`config.mk`:
```
export PLATFORM = sky130hd
export DESIGN_NAME = alu_muldiv_seq
export DESIGN_NICKNAME = d
export VERILOG_FILES = /design/src/rtl/alu_muldiv_seq.sv
export SDC_FILE = /design/constraint.sdc
export NUM_CORES = 1
export LEC_CHECK = 0
export CAP_MARGIN = 20
export CORE_MARGIN = 5
export CORE_UTILIZATION = 45
export DETAILED_ROUTE_END_ITERATION = 16
export PLACE_DENSITY = 0.73
export SYNTH_ARGS = -nofsm -noshare
export SYNTH_HDL_FRONTEND = slang
export SYNTH_SLANG_ARGS = --single-unit
```
`constraint.sdc`:
```
create_clock -name clk -period 6.45 [get_ports clk]
set_clock_uncertainty 0.15 [all_clocks]
set_input_delay 0.9675 -clock clk [delete_from_list [all_inputs] [get_ports clk]]
set_output_delay 0.9675 -clock clk [all_outputs]
set_load 0.02 [all_outputs]
```
`src/rtl/alu_muldiv_seq.sv`:
```
// Iterative unsigned MULTU/DIVU sequencer that borrows the shared EX-stage ALU
// for WIDTH cycles per operation and deposits the result in HI/LO.
module alu_muldiv_seq #(
  parameter int         WIDTH  = 32,
  parameter logic [3:0] OP_ADD = 4'b0001,
  parameter logic [3:0] OP_SUB = 4'b0010,
  parameter logic [3:0] OP_NOP = 4'b0000
) (
  input  logic             clk,
  input  logic             rst_n,
  input  logic             start,
  input  logic             is_div,
  input  logic [WIDTH-1:0] op_a,
  input  logic [WIDTH-1:0] op_b,
  input  logic             flush,
  input  logic [WIDTH-1:0] alu_result,
  output logic [WIDTH-1:0] alu_data_1,
  output logic [WIDTH-1:0] alu_data_2,
  output logic [3:0]       alu_op,
  output logic             busy,
  output logic             done,
  output logic [WIDTH-1:0] hi,
  output logic [WIDTH-1:0] lo
);

  localparam int CW = $clog2(WIDTH);

  typedef enum logic [1:0] {S_IDLE, S_RUN, S_DONE} state_t;

  state_t           state_q, state_d;
  logic [CW-1:0]    count_q, count_d;
  logic [WIDTH-1:0] w_hi_q, w_hi_d;
  logic [WIDTH-1:0] w_lo_q, w_lo_d;
  logic [WIDTH-1:0] w_b_q, w_b_d;
  logic             w_div_q, w_div_d;
  logic [WIDTH-1:0] hi_q, hi_d;
  logic [WIDTH-1:0] lo_q, lo_d;
  logic [WIDTH-1:0] rem_shift;
  logic             carry;
  logic             load;

  always_comb begin
    state_d    = state_q;
    count_d    = count_q;
    w_hi_d     = w_hi_q;
    w_lo_d     = w_lo_q;
    w_b_d      = w_b_q;
    w_div_d    = w_div_q;
    hi_d       = hi_q;
    lo_d       = lo_q;
    load       = 1'b0;
    alu_op     = OP_NOP;
    alu_data_1 = '0;
    alu_data_2 = '0;
    rem_shift  = {w_hi_q[WIDTH-2:0], w_lo_q[WIDTH-1]};
    // A wrapped add result is smaller than either addend: that is the carry out.
    carry      = (alu_result < w_hi_q);

    case (state_q)
      S_IDLE: load = start;
      S_RUN: begin
        if (w_div_q) begin
          alu_op     = OP_SUB;
          alu_data_1 = rem_shift;
          alu_data_2 = w_b_q;
          // A set w_hi MSB means the shifted remainder overflowed WIDTH bits,
          // so it certainly exceeds the divisor; alu_result holds the low bits.
          if (w_hi_q[WIDTH-1] || (rem_shift >= w_b_q)) begin
            w_hi_d = alu_result;
            w_lo_d = {w_lo_q[WIDTH-2:0], 1'b1};
          end else begin
            w_hi_d = rem_shift;
            w_lo_d = {w_lo_q[WIDTH-2:0], 1'b0};
          end
        end else begin
          alu_op     = OP_ADD;
          alu_data_1 = w_hi_q;
          alu_data_2 = w_lo_q[0] ? w_b_q : '0;
          w_hi_d     = {carry, alu_result[WIDTH-1:1]};
          w_lo_d     = {alu_result[0], w_lo_q[WIDTH-1:1]};
        end
        count_d = count_q + 1'b1;
        if (flush) begin
          state_d = S_IDLE;
        end else if (count_q == CW'(WIDTH-1)) begin
          state_d = S_DONE;
          hi_d    = w_hi_d;
          lo_d    = w_lo_d;
        end
      end
      S_DONE: begin
        if (start && !flush) load = 1'b1;
        else                 state_d = S_IDLE;
      end
      default: state_d = S_IDLE;
    endcase

    if (load) begin
      state_d = S_RUN;
      count_d = '0;
      w_hi_d  = '0;
      w_lo_d  = is_div ? op_a : op_b;
      w_b_d   = is_div ? op_b : op_a;
      w_div_d = is_div;
    end
  end

  always_ff @(posedge clk or negedge rst_n) begin
    if (!rst_n) begin
      state_q <= S_IDLE;
      count_q <= '0;
      w_hi_q  <= '0;
      w_lo_q  <= '0;
      w_b_q   <= '0;
      w_div_q <= 1'b0;
      hi_q    <= '0;
      lo_q    <= '0;
    end else begin
      state_q <= state_d;
      count_q <= count_d;
      w_hi_q  <= w_hi_d;
      w_lo_q  <= w_lo_d;
      w_b_q   <= w_b_d;
      w_div_q <= w_div_d;
      hi_q    <= hi_d;
      lo_q    <= lo_d;
    end
  end

  assign busy = (state_q == S_RUN);
  assign done = (state_q == S_DONE);
  assign hi   = hi_q;
  assign lo   = lo_q;

endmodule

```
==> results.yml, run 1 <==
outcome:
  status: "finished clean"
clocking:
  clock_path_buffers: 2
  cts_tree: "yes"
  root_buffer: "clkbuf_16"
  ctsResizeCount: 0
  ctsHoldBuffers: 0
  post_cts.repair.setup_buffers: 0
  numCtsBuffers: 17
  clkTransAtPathRegs_ps: 70
  clock_latency_ps: 440
  cts.sinks: 168
  htreeDepth: 4
worst_hold_path:
  min_path_cells: 2
  worstHoldStart: "hi[21]"
  hold_path_end: "hi[21]"
  min_path_type: "flip-flop to flip-flop"
sta:
  min_period_over_period_pct: 62.5
  worstMarginPinSlew_ps: 1120
  rsz0062_at_grt: "no"
  period_minus_slack_ps: 4030
  finalMaxSlewViolations: 0
  maxSlewHeadroom_pct: 25.3
  setup_violations: 0
  setup_tns_ps: 0
  hold_viol_final: 0
  max_freq_mhz: 248
synth:
  synthDistinctLibCells: 50
  ys.flop_type: "dfrtp_1"
  synth_async_sr_flop_share_pct: 100
  synth_cells: 1232
  synth_area_um2: 10700
  ys_seq_elements: 168
  synth.largest_area_cell: "dfrtp_1"
  syn_area_per_cell_um2: 8.66
  synth_enable_flop_cells: 0
  yosysWarningCount: 0
  ys_seq_area_share_pct: 39.4
  synth_top_area_share_pct: 39.4
  synth_area_leaders: "dfrtp_1 39%, mux2i_1 12%, ha_1 7.6%, nand2_1 6.4%, o21ai_0 6.2%"
floorplanning:
  rows: 56
  io-pin-count: 235
  die_w_um: 164
  dieArea_um2: 26900
  core-area_um2: 23400
  start_util_pct: 45.6
  die_h_um: 164
power_and_ir_drop:
  ir_drop_v: 0.000269
  power_density_nw_per_um2: 395
  leakagePower_uw: 0.00596
critical_path:
  rrSetupSlack_ps: 3210
  r2r-end: "hi[30]"
  startpoint_type: "flip-flop"
  crit_path_max_fanout: 85
  crit_path_end_kind: "primary output"
  r2r-start: "w_hi_q[29]"
  crit_type: "flip-flop to primary output"
  cp_data_required_time_ps: 5330
  cp.arrival_ps: 2920
  ff2ff_path_depth: 10
route:
  avgRoutedWirePerCell_um: 20.0
  post-route-drc-count: 0
  first_pass_iters: 6
  postRouteWirelength_um: 34600
  antenna_left: 0
  drt_iter0_drc: 771
  vias: 10100
  post_drt_via_cell_ratio: 5.84
grt:
  overflow: 0
  antenna_found_initial: 0
  grt_usage_pct: 25.6
  grt_pass1_vias: 9828
  grt_first_pass_wirelength_um: 53900
  grt_max_degree: 110
final_layout:
  areaGrowthSynthToFinish_pct: 28.9
  diodes: 0
  nets: 1564
  drive_gt1_share_pct: 4.61
  fin_util_pct: 58.8
  final_cell_mix: "230 x clkdlybuf4s50_1, 180 x nand2_1, 167 x dfrtp_1"
  layout_commonest_cell: "clkdlybuf4s50_1"
place:
  portBuffers: 232
  dp_hpwl_um: 25000
  gp_congestion: 0.896
run:
  cap_violations: 0
sequential cells by signal, summed over array words and instances, names as in the netlist:
register and count:
hi 32, lo 32, w_b_q 32, w_hi_q 32, w_lo_q 32, count_q 5, state_q 2, w_div_q 1
cell families after synthesis:
| group | count (synthesis) | synth area share [%] |
|---|---|---|
| AO/OA/AOI/OAI | 283 | 17.2 |
| XOR/XNOR | 2 | 0.164 |
| adder cells (fa/ha/maj) | 65 | 7.62 |
| buffers and inverters | 168 | 6.22 |
| flip-flops | 168 | 39.4 |
| multiplexers | 127 | 11.9 |
| other | 1 | 0.0351 |
| AND/OR/NAND/NOR | 418 | 17.5 |
critical path, stage by stage (launching register included):
cell and delay [ps]:
dfrtp_1 400, nand2b_4 550, buf_4 450, nor3_1 380, clkdlybuf4s50_1 690
worst max-delay path by stage:
stage	start	end	cells past startpoint
after global placement	alu_result[30]	w_hi_q[31]	9
after CTS	state_q[1]	alu_data_2[9]	4
after global routing	state_q[1]	alu_data_2[9]	4
final	state_q[1]	alu_data_2[9]	4
after detailed placement	alu_result[30]	w_hi_q[31]	9
after floorplan	alu_result[30]	w_hi_q[31]	8
metal layers:
metal,global-route usage [%],vias up,part of all wire (%)
met5,0,-,0
met4,9.45,0,3.2
met3,6.60,70,8.8
met2,40.5,441,46
met1,34.1,4812,42
li1,-,4777,-
power by group:
part	total [uW]	internal [uW]	switching, uW
clock network	1040	530	506
registers	1690	1300	385
logic	2710	1080	1630
total	5430	2910	2520
synth_stat cells, types with 2 or more instances:
cell type    n
o21ai_0    132
nor2b_1      3
buf_4        5
nand4_1     38
dfrtp_1    168
nor3b_1      2
a211oi_1     5
a21oi_1     21
o21ai_1      2
o221ai_1    32
o211ai_1     4
buf_1       11
ha_1        65
nor4_1       2
o21a_1       5
inv_1       67
xor2_1       2
buf_2       12
nand2_1    181
a21o_1       7
mux2i_1    126
nor3_1      63
o311ai_1    30
nor2_1      82
a211o_1      2
nand3_1     36
clkbuf_1    73
o31ai_1     34
per-stage QoR:
step	hold slack, ps	total power (uW)	setup slack (ps)	area [um2]	instances
detailed placement	319	4380	2830	13200	1698
CTS	335	5420	2410	13800	1730
global route	347	5800	2250	13800	1730
finish	326	5430	2420	13800	1730
global placement	309	4270	2880	13100	1697
floorplan	300	3400	3510	10700	1233
final cells by class:
type                       instances  area [um2]
clock inverter                    14         154
tap                              319         399
sequential                       168        4210
clock buffer                      18         439
inverter                          67         251
fill                            2105        9650
multi-input combinational        897        5840
timing repair buffer             247        2470
No activity file was read; power rests on OpenSTA's default activity.
==> run 2, diff against run 1 <==
--- a/config.mk
+++ b/config.mk
@@ -9,7 +9,7 @@
 export CORE_MARGIN = 5
 export CORE_UTILIZATION = 45
 export DETAILED_ROUTE_END_ITERATION = 16
-export PLACE_DENSITY = 0.73
+export PLACE_DENSITY = 0.76
 export SYNTH_ARGS = -nofsm -noshare
 export SYNTH_HDL_FRONTEND = slang
 export SYNTH_SLANG_ARGS = --single-unit
==> constraint.sdc (replaced) <==
create_clock -name clk -period 3.7 [get_ports clk]
set_clock_uncertainty 0.15 [all_clocks]
set_input_delay 0.555 -clock clk [delete_from_list [all_inputs] [get_ports clk]]
set_output_delay 0.555 -clock clk [all_outputs]
set_load 0.02 [all_outputs]
==> run 2 against run 1 <==
  * The flow now finishes with violations (hold timing)
  * Critical path type unchanged
  * Sequential cell count did not move
  * Worst setup slack got worse by 2100 ps
  * Via count up 2.6%
==> results.yml, run 2 (synthesized netlist as in run 1, its figures left out) <==
clocking:
  post_cts.repair.setup_buffers: 0
  root_buffer: "clkbuf_16"
  clock_path_buffers: 2
  numCtsBuffers: 17
  cts_tree: "yes"
  cts.sinks: 168
  ctsHoldBuffers: 0
  clkTransAtPathRegs_ps: 70
  ctsResizeCount: 0
  htreeDepth: 4
  clock_latency_ps: 450
outcome:
  violations: "hold timing"
  status: "complete, but fails checks"
critical_path:
  startpoint_type: "flip-flop"
  slowest_delay_ps: 690
  crit_path_max_fanout: 64
  crit_family: "simple AND/OR/NAND/NOR gates"
  cp_data_required_time_ps: 2990
  r2r-start: "w_hi_q[26]"
  slowest_stage: "clkdlybuf4s50_1"
  crit_type: "flip-flop to primary output"
  crit_buf_inv: 1
  worstPathCellList: "nand2b_4 > nor3_1 > clkdlybuf4s50_1"
  rrSetupSlack_ps: 670
  cp.arrival_ps: 2630
  worstSetupStartpoint: "state_q[1]"
  crit_path_end_kind: "primary output"
sta:
  hold_viol_final: 1
  setup_tns_ps: 0
  rsz0062_at_grt: "no"
  max_freq_mhz: 300
  min_period_over_period_pct: 90.2
  finalMaxSlewViolations: 0
  hold_ws_ps: -3.72
  worstMarginPinSlew_ps: 831
  period_minus_slack_ps: 3340
  maxSlewHeadroom_pct: 44.6
  setup_violations: 0
route:
  drt_iter0_drc: 723
  avgRoutedWirePerCell_um: 20.4
  first_pass_iters: 5
  postRouteWirelength_um: 35800
  antenna_left: 0
  post_drt_via_cell_ratio: 5.92
  vias: 10363
  post-route-drc-count: 0
floorplanning:
  core-area_um2: 23400
  start_util_pct: 45.6
  rows: 56
  dieArea_um2: 26900
  io-pin-count: 235
  die_h_um: 164
  die_w_um: 164
final_layout:
  final_cell_mix: "230 x clkdlybuf4s50_1, 180 x nand2_1, 167 x dfrtp_1"
  diodes: 0
  fill_cells: 2124
  drive_gt1_share_pct: 6.01
  multi_input_area_um2: 5840
  area.sequential_um2: 4210
  fin_util_pct: 59.7
  layout_commonest_cell: "clkdlybuf4s50_1"
  areaGrowthSynthToFinish_pct: 31.0
  nets: 1585
power_and_ir_drop:
  ir_drop_v: 0.000395
  power_density_nw_per_um2: 693
  leakagePower_uw: 0.00610
worst_hold_path:
  min_path_type: "input port to asynchronous set/reset pin"
grt:
  grt_pass1_vias: 10257
  grt_first_pass_wirelength_um: 56800
  antenna_found_initial: 0
  overflow: 0
  grt_max_degree: 108
  grt_usage_pct: 26.7
place:
  gp_congestion: 0.901
  dp_hpwl_um: 26800
  portBuffers: 232
run:
  cap_violations: 0
-- run 2: worst register-to-register path, cell delays in order, from the launching register on --
cell and delay [ps]:
dfrtp_1 480, ha_1 350, a211o_1 290, o211ai_1 130, a21o_1 400, buf_4 370, nor2_1 120, o31ai_1 310
o311ai_1 190, o21ai_0 170
-- run 2: final timing paths --
path,cells after the start,end
setup / recovery,3,alu_data_2[22]
setup reg to reg,9,hi[7]
hold reg to reg,2,hi[12]
hold / removal,1,hi[24]
max in group asynchronous,2,w_b_q[5]
min in group clk,2,hi[12]
-- run 2: through the flow --
stage          instances  worst slack, ps  instance area, um2  hold WS (ps)  power (uW)
2_1_floorplan       1233             1170               10700           109        5930
3_3_place_gp        1719              557               13400           310        7590
3_5_place_dp        1719              507               13400           319        7690
4_1_cts             1751              403               14000          54.9        9630
5_1_grt             1751              196               14000          69.4       10300
6_report            1751              361               14000         -3.72        9690
-- run 2: routing by layer --
layer  GRT usage [%]  share of wire, %  vias up
met2            43.5                47      457
met1            35.1                42     5012
met3            6.80               8.3       79
li1                -                 -     4815
met5               0                 0        -
met4            8.31               2.8        0
-- run 2: layout make-up --
cell class / count / share of cell area (%)
clock buffers: 17 / 3.04
clock inverters: 15 / 1.45
inverters: 67 / 1.80
multi-input cells: 897 / 41.8
flip-flops and latches: 168 / 30.1
well taps: 319 / 2.86
repair buffers: 268 / 19.0
-- run 2: power by group --
group          total, uW  leakage, uW  switching, uW  internal (uW)
registers           2910      0.00217            641           2270
logic               4860      0.00362           2940           1920
clock network       1920     0.000305            879           1040
